[src/rtl/butterfly_pair_stage.sv]
// Radix-2 butterfly stage: pops sample pairs (A then B) from a FIFO read port
// and presents sum = A+B, diff = A-B on a valid/ready output with a pair counter.
module butterfly_pair_stage #(
  parameter int DATA_WIDTH = 8,
  parameter int CNT_WIDTH  = 4
) (
  input  logic                  clk,
  input  logic                  rst,
  input  logic [DATA_WIDTH-1:0] fifo_data,
  input  logic                  fifo_empty,
  output logic                  fifo_re,
  input  logic                  flush,
  output logic [DATA_WIDTH:0]   out_sum,
  output logic [DATA_WIDTH:0]   out_diff,
  output logic                  out_valid,
  input  logic                  out_ready,
  output logic [CNT_WIDTH-1:0]  pair_cnt,
  output logic [1:0]            dbg_state
);

  // Output handshake: a result transfers at a posedge where out_valid && out_ready.
  // out_sum/out_diff/out_valid hold stable while out_valid && !out_ready.
  typedef enum logic [1:0] {
    ST_WAIT_A = 2'd0,
    ST_WAIT_B = 2'd1,
    ST_OUT    = 2'd2
  } state_t;

  localparam logic [CNT_WIDTH-1:0] CNT_ONE = CNT_WIDTH'(1);

  state_t                state_q;
  logic [DATA_WIDTH-1:0] a_q;
  logic [DATA_WIDTH:0]   sum_q;
  logic [DATA_WIDTH:0]   diff_q;
  logic                  valid_q;
  logic [CNT_WIDTH-1:0]  cnt_q;

  logic [DATA_WIDTH:0]   a_ext;
  logic [DATA_WIDTH:0]   b_ext;
  logic [DATA_WIDTH:0]   sum_d;
  logic [DATA_WIDTH:0]   diff_d;
  logic                  handshake;

  // One extra bit of headroom makes both results exact for any signed pair.
  assign a_ext     = {a_q[DATA_WIDTH-1], a_q};
  assign b_ext     = {fifo_data[DATA_WIDTH-1], fifo_data};
  assign sum_d     = a_ext + b_ext;
  assign diff_d    = a_ext - b_ext;
  assign handshake = valid_q && out_ready;

  // The FIFO head is undefined while empty, so a pop is never requested then.
  always_comb begin
    fifo_re = 1'b0;
    if (rst && !fifo_empty && !flush) begin
      case (state_q)
        ST_WAIT_A: fifo_re = 1'b1;
        ST_WAIT_B: fifo_re = 1'b1;
        ST_OUT:    fifo_re = out_ready;
        default:   fifo_re = 1'b0;
      endcase
    end
  end

  always_ff @(posedge clk) begin
    if (!rst) begin
      state_q <= ST_WAIT_A;
      a_q     <= '0;
      sum_q   <= '0;
      diff_q  <= '0;
      valid_q <= 1'b0;
      cnt_q   <= '0;
    end else begin
      case (state_q)
        ST_WAIT_A: begin
          if (fifo_re) begin
            a_q     <= fifo_data;
            state_q <= ST_WAIT_B;
          end
        end
        ST_WAIT_B: begin
          if (fifo_re) begin
            sum_q   <= sum_d;
            diff_q  <= diff_d;
            valid_q <= 1'b1;
            state_q <= ST_OUT;
          end else if (flush) begin
            a_q     <= '0;
            state_q <= ST_WAIT_A;
          end
        end
        ST_OUT: begin
          // A pop here is the next pair's A, overlapping the handshake.
          if (handshake) begin
            cnt_q   <= cnt_q + CNT_ONE;
            valid_q <= 1'b0;
            if (fifo_re) begin
              a_q     <= fifo_data;
              state_q <= ST_WAIT_B;
            end else begin
              state_q <= ST_WAIT_A;
            end
          end
        end
        default: begin
          valid_q <= 1'b0;
          state_q <= ST_WAIT_A;
        end
      endcase
    end
  end

  assign out_sum   = sum_q;
  assign out_diff  = diff_q;
  assign out_valid = valid_q;
  assign pair_cnt  = cnt_q;
  assign dbg_state = state_q;

endmodule

[config.mk]
export PLATFORM = sky130hd
export DESIGN_NAME = butterfly_pair_stage
export DESIGN_NICKNAME = d
export VERILOG_FILES = /design/src/rtl/butterfly_pair_stage.sv
export SDC_FILE = /design/constraint.sdc
export NUM_CORES = 1
export LEC_CHECK = 0
export ABC_AREA = 1
export ABC_CLOCK_PERIOD_IN_PS = 1900
export BUFFER_PORTS_ARGS = -buffer_cell sky130_fd_sc_hd__buf_4
export CORE_MARGIN = 5
export CORE_UTILIZATION = 55
export DETAILED_ROUTE_END_ITERATION = 8
export HOLD_SLACK_MARGIN = 0.12
export PLACE_DENSITY = 0.89
export SLEW_MARGIN = 20
export SYNTH_ARGS = -nofsm -noshare
export SYNTH_HDL_FRONTEND = slang
export SYNTH_SLANG_ARGS = --single-unit
[constraint.sdc]
create_clock -name clk -period 1.9 [get_ports clk]
set_clock_uncertainty 0.15 [all_clocks]
set_input_delay 0.285 -clock clk [delete_from_list [all_inputs] [get_ports clk]]
set_output_delay 0.285 -clock clk [all_outputs]
set_load 0.01 [all_outputs]
==> impl_metrics.tcl, run 1 <==
set metrics [dict create \
    avgViaCountPerCell 5.05 \
    globalRouteMet3Util_pct 5.19 \
    grt_pass1_wl_um 8260 \
    startpoint_type "register" \
    globalRouteOverflowTotal 0 \
    worstSetupPathType "register to register" \
    buffer_ports.inserted 38 \
    timing.critical_path.fanout_max 3 \
    final.period_utilization_pct 92.4 \
    yosysSeqAreaShare_pct 30.5 \
    dp_hpwl_um 3650 \
    first_pass_iters 4 \
    synth_most_common_cell "nand2_1" \
    static_leakage_nw 1.39 \
    route.vias.total 2046 \
    cp-end-kind "register" \
    area_growth_pct 21.8 \
    gr-usage-met2_pct 33.9 \
    dieWidth_um 71.8 \
    ys_seq_elements 32 \
    transition_time_at_the_pin_with_the_least_slew_margin_ns 0.426 \
    worst_hold_slack_ns 0.171 \
    die-area_sq_um 5150 \
    total_power_mw 1.81 \
    grt_pass1_vias 1914 \
    finalWeightedCongestion 0.926 \
    post_cts_hold_buffer_count 0 \
    drt_iter0_markers 107 \
    floorplan.initialDensity_pct 56.9 \
    netlist_top_cells_count "65 x nand2_1, 50 x nor2_1, 47 x inv_1" \
    grt_max_degree 28 \
    antenna-diode-count 0 \
    drt_wl_total_um 4940 \
    report.final.hold_viol_count 0 \
    result_of_the_run "completed" \
    synth_top_cells_by_area "dfxtp_1 31%, nand2_1 12%, ha_1 10%, nor2_1 8.9%, inv_1 8.4%" \
    maximum_buffer_depth_of_the_clock_tree 2 \
    cp_data_required_time_ns 1.94 \
    clk_root_buffer_cell "clkbuf_8" \
    use_met1_pct 24.8 \
    synth.cell_area_sq_um 2100 \
    gate_count_of_the_mapped_netlist 318 \
    commonest_register_cell_after_synthesis "dfxtp_1" \
    finalWorstPathRequiredPeriod_ns 1.76 \
    synth_top_area_share_pct 30.5 \
    synth.lib_cells_used.distinct 25 \
    final_max_slew_viol_count 0 \
    timing.max_cap.violations 0 \
    insertion_delay_ns 0.29 \
    row_count 22 \
    routed_wire_length_per_instance_um 12.2 \
    holdPathStages 3 \
    fp.dieH_um 71.8 \
    synthDominantAreaCellType "dfxtp_1" \
    count_of_boundary_i_o_pins 39 \
    syn-num-nets 350 \
    clock_sinks 32 \
    grt.busiest_layer "met2" \
    crit_arrival_ns 1.79 \
    proportion_of_layout_cells_with_a_drive_suffix_above_1_pct 17.1 \
    nets 388 \
    floorplan.core_area_sq_um 3690 \
    htree_num_levels 2 \
    timing.reg2reg.worst_path_depth 8 \
    tritoncts_clock_tree "built" \
    timing.hold.worst.class "primary input to register" \
    maxClockFrequency_mhz 569 \
    max_slew_margin_pct 71.6 \
    synth_enable_flop_cells 0 \
    path_clk_slew_ns 0.07 \
    setup_viol_count_final 0 \
    vdd_drop_max_v 0.000540 \
    ys.warnings.count 0 \
    antenna_violations_before_repair 0 \
    drc 0 \
    pwr_density_cell_nw_per_um2 707 \
    ant_nets 0 \
    setup.reg_to_reg.worst_slack_ns 0.14 \
    syn-mean-instance-area_sq_um 6.60 \
    cts-buffers-inserted 5 \
    track_usage_pct 20.0 \
    postSynth.asyncResetShare_pct 0 \
    setup_total_negative_slack_ns 0 \
    rsz0062_at_grt "false" \
]
-- state kept, by name, summed over array words and instances (netlist names) --
name,count
out_sum,9
a_q,8
out_diff,8
pair_cnt,4
dbg_state,2
out_valid,1
-- logic make-up after synthesis --
| kind of cell | share of synthesized area [%] |
|---|---|
| flip-flops | 30.5 |
| buffers and inverters | 12.2 |
| adder cells (fa/ha/maj) | 12.0 |
| XOR/XNOR | 2.92 |
| AO/OA/AOI/OAI | 12.2 |
| AND/OR/NAND/NOR | 30.2 |
-- worst max-delay path, cell delays in order (launching register included) --
cell,delay [ns]
dfxtp_1,0.35
inv_1,0.05
ha_1,0.20
fa_2,0.39
nor2_2,0.12
nor2_1,0.06
xor2_1,0.14
o21ai_0,0.15
inv_1,0.05
-- power by group --
part | total [mW] | switching (mW) | internal, mW
Clock | 0.652 | 0.264 | 0.388
Combinational | 0.438 | 0.264 | 0.174
Sequential | 0.717 | 0.0203 | 0.697
-- through the flow --
step	area [sq um]	std cells	util (%)	setup slack [ns]
final	2560	405	69.3	0.143
after global routing	2560	405	69.3	0.0268
after CTS	2530	405	68.7	0.0701
after detailed placement	2420	397	65.7	0.0251
after global placement	2420	397	65.7	0.0542
after floorplan	2100	318	-	0.169
-- routing by layer --
layer / vias to the layer above / part of all wire, % / routed length [um]
met5: - / 0 / 0
met4: 0 / 1.5 / 74
met3: 10 / 8.4 / 416
met2: 65 / 47 / 2330
met1: 902 / 43 / 2120
li1: 1069 / - / -
-- layout make-up --
class	count	area [sq um]
Multi-Input combinational cell	225	1230
Fill cell	318	1130
Sequential cell	32	641
Timing Repair Buffer	43	335
Inverter	49	184
Clock buffer	5	68.8
Tap cell	48	60.1
Clock inverter	3	42.5
-- path summary, 6_finish.rpt --
path	start	endpoint
max	a_q[0]	out_diff[4]
min	fifo_data[0]	out_sum[0]
max reg2reg	a_q[0]	out_diff[4]
min reg2reg	out_valid	out_valid
-- repair_timing --
action,4_1_cts,5_1_grt
setup endpoints to repair,0,6
resized for setup,0,5
buffers inserted,0,0
-- cell usage in the layout (no fill, tap or decap), types with 7 or more instances in the layout --
| cell type | n |
|---|---|
| ha_1 | 16 |
| nor2_1 | 49 |
| nand2_1 | 65 |
| a21oi_1 | 27 |
| o21ai_0 | 18 |
| dfxtp_1 | 32 |
| buf_4 | 42 |
| xor2_1 | 7 |
| inv_1 | 47 |
| nand3_1 | 24 |
(Power assumes the default switching activity.)
==> run 2: changes to the inputs <==
--- a/config.mk
+++ b/config.mk
@@ -12,7 +12,7 @@
 export CORE_UTILIZATION = 55
 export DETAILED_ROUTE_END_ITERATION = 8
 export HOLD_SLACK_MARGIN = 0.12
-export PLACE_DENSITY = 0.89
+export PLACE_DENSITY_LB_ADDON = 0.05
 export SLEW_MARGIN = 20
 export SYNTH_ARGS = -nofsm -noshare
 export SYNTH_HDL_FRONTEND = slang
==> run 2 against run 1 <==
Core utilization grew 0.31 points. Sequential cell count unchanged. Hold slack better by 0.0026 ns. Clock-buffer cell count unchanged. Via count down 0.83%. Global-route usage grew 0.46 points. Combinational power up 2%. Critical endpoint is now out_diff[8]. Largest cell class unchanged.
==> impl_metrics.tcl, run 2 (same netlist as run 1, synthesis figures left out) <==
set metrics [dict create \
    first_pass_iters 4 \
    row_count 22 \
    buffer_ports.inserted 38 \
    clk_root_buffer_cell "clkbuf_8" \
    mostFrequentLayoutCell "nand2_1" \
    maxClockFrequency_mhz 573 \
    drt_wl_total_um 5010 \
    dp_hpwl_um 3720 \
    setup_viol_count_final 0 \
    p_int_mw 1.26 \
    dieWidth_um 71.8 \
    count_of_boundary_i_o_pins 39 \
    drt_iter0_markers 131 \
    swShare_pct 30.9 \
    max_slew_margin_pct 72.9 \
    share_seq_of_total_power_pct 39.2 \
    nets 391 \
    result_of_the_run "completed" \
    setup_total_negative_slack_ns 0 \
    antenna-diode-count 0 \
    report.final.hold_viol_count 0 \
    avgViaCountPerCell 4.97 \
    crit_path_top_delay_cell "fa_2" \
    die-area_sq_um 5150 \
    clock_sinks 32 \
    post-cts-setup-buffers 0 \
    globalRouteOverflowTotal 0 \
    layout_common_cells "65 x nand2_1, 50 x nor2_1, 47 x inv_1" \
    path_cells "inv_1 > ha_1 > fa_2 > nor3_2 > nor2_1 > o21ai_1 > a21oi_1" \
    cp-end-kind "register" \
    critPathTopFamily "adder cells" \
    floorplan.initialDensity_pct 56.9 \
    maximum_buffer_depth_of_the_clock_tree 2 \
    finalWeightedCongestion 0.967 \
    rsz0062_at_grt "false" \
    grt_pass1_wl_um 8270 \
    area_growth_pct 22.3 \
    startpoint_type "register" \
    track_usage_pct 20.4 \
    path_clk_slew_ns 0.07 \
    antenna_violations_before_repair 0 \
    post_cts_hold_buffer_count 0 \
    worstSetupPathType "register to register" \
    final_max_slew_viol_count 0 \
    cp.buffers_inverters 1 \
    routed_wire_length_per_instance_um 12.3 \
    floorplan.core_area_sq_um 3690 \
    grt_max_degree 28 \
    tritoncts_clock_tree "built" \
    timing.max_cap.violations 0 \
    proportion_of_layout_cells_with_a_drive_suffix_above_1_pct 17.8 \
    fin_cells 408 \
    htree_num_levels 2 \
    timing.critical_path.fanout_max 3 \
    clkPwrFrac_pct 36.4 \
    fp.dieH_um 71.8 \
    static_leakage_nw 1.40 \
    fillCellCount 355 \
    finalWorstPathRequiredPeriod_ns 1.75 \
    drc 0 \
    timing.critical_path.slowest_cell_delay_ns 0.38 \
    ant_nets 0 \
    cp_data_required_time_ns 1.93 \
    final.period_utilization_pct 91.9 \
    netSwitchingPower_mw 0.566 \
    crit_arrival_ns 1.78 \
    total_power_mw 1.83 \
    vdd_drop_max_v 0.000365 \
    cts-buffers-inserted 5 \
    placed_cells 400 \
    route.vias.total 2029 \
    insertion_delay_ns 0.29 \
    pwr_density_cell_nw_per_um2 712 \
    timing.hold.worst.class "primary input to register" \
    grt_pass1_vias 1883 \
    transition_time_at_the_pin_with_the_least_slew_margin_ns 0.406 \
    largest_register_ff_count 9 \
    power.combinational.fraction_pct 24.4 \
]
==> run 2: metrics by stage <==
| stage | hold slack [ns] | worst slack (ns) | instance area (sq um) | util (%) |
|---|---|---|---|---|
| final | 0.174 | 0.154 | 2570 | 69.6 |
| after CTS | 0.165 | 0.0364 | 2560 | 69.5 |
| after detailed placement | 0.315 | -0.0133 | 2450 | 66.3 |
| after floorplan | 0.327 | 0.169 | 2100 | - |
| after global placement | 0.315 | 0.0427 | 2450 | 66.3 |
| after global routing | 0.191 | 0.0186 | 2570 | 69.6 |
==> run 2: layout make-up <==
type | count | area (sq um) | area share, %
multi-input combinational | 225 | 1210 | 47.2
timing repair buffer | 46 | 358 | 13.9
clock inverter | 3 | 42.5 | 1.66
tap | 48 | 60.1 | 2.34
sequential | 32 | 642 | 25.0
clock buffer | 5 | 68.8 | 2.68
inverter | 49 | 184 | 7.16
==> run 2: worst reg2reg max path, delay by kind of cell (launching register included) <==
| family | cells | cell delay, ns |
|---|---|---|
| and+or+nand+nor | 2 | 0.29 |
| buffers and inverters | 1 | 0.05 |
| DFF | 1 | 0.35 |
| AOI/OAI and AO/OA | 2 | 0.22 |
| adders and majority gates | 2 | 0.58 |
==> run 2: power by group through the flow <==
stage	clock, mW	combinational, mW	sequential [mW]
finish	0.665	0.447	0.717
global route	0.706	0.503	0.721
CTS	0.678	0.439	0.716
detailed placement	0	0.433	0.732
global placement	0	0.427	0.730
floorplan	0	0.297	0.733
==> run 2: timing repair <==
action / CTS / global route
setup endpoints to repair: 1 / 4
resized for setup: 1 / 4
cloned: 0 / 0
hold endpoints to repair: 0 / 0
==> run 2: worst paths after layout <==
path / start / endpoint / slack (ns) / cells past startpoint
setup reg to reg: a_q[0] / out_diff[8] / 0.15 / 7
hold reg to reg: pair_cnt[2] / pair_cnt[2] / 0.33 / 1
setup / recovery: a_q[0] / out_diff[8] / 0.15 / 7
hold / removal: fifo_data[0] / out_sum[0] / 0.17 / 3
==> run 2: metal layers <==
metal	GRT usage (%)	vias up	wire length [um]
li1	-	1075	-
met5	0	-	0
met4	8.98	0	99
met2	34.9	39	2360
met1	24.3	907	2310
met3	4.77	8	234
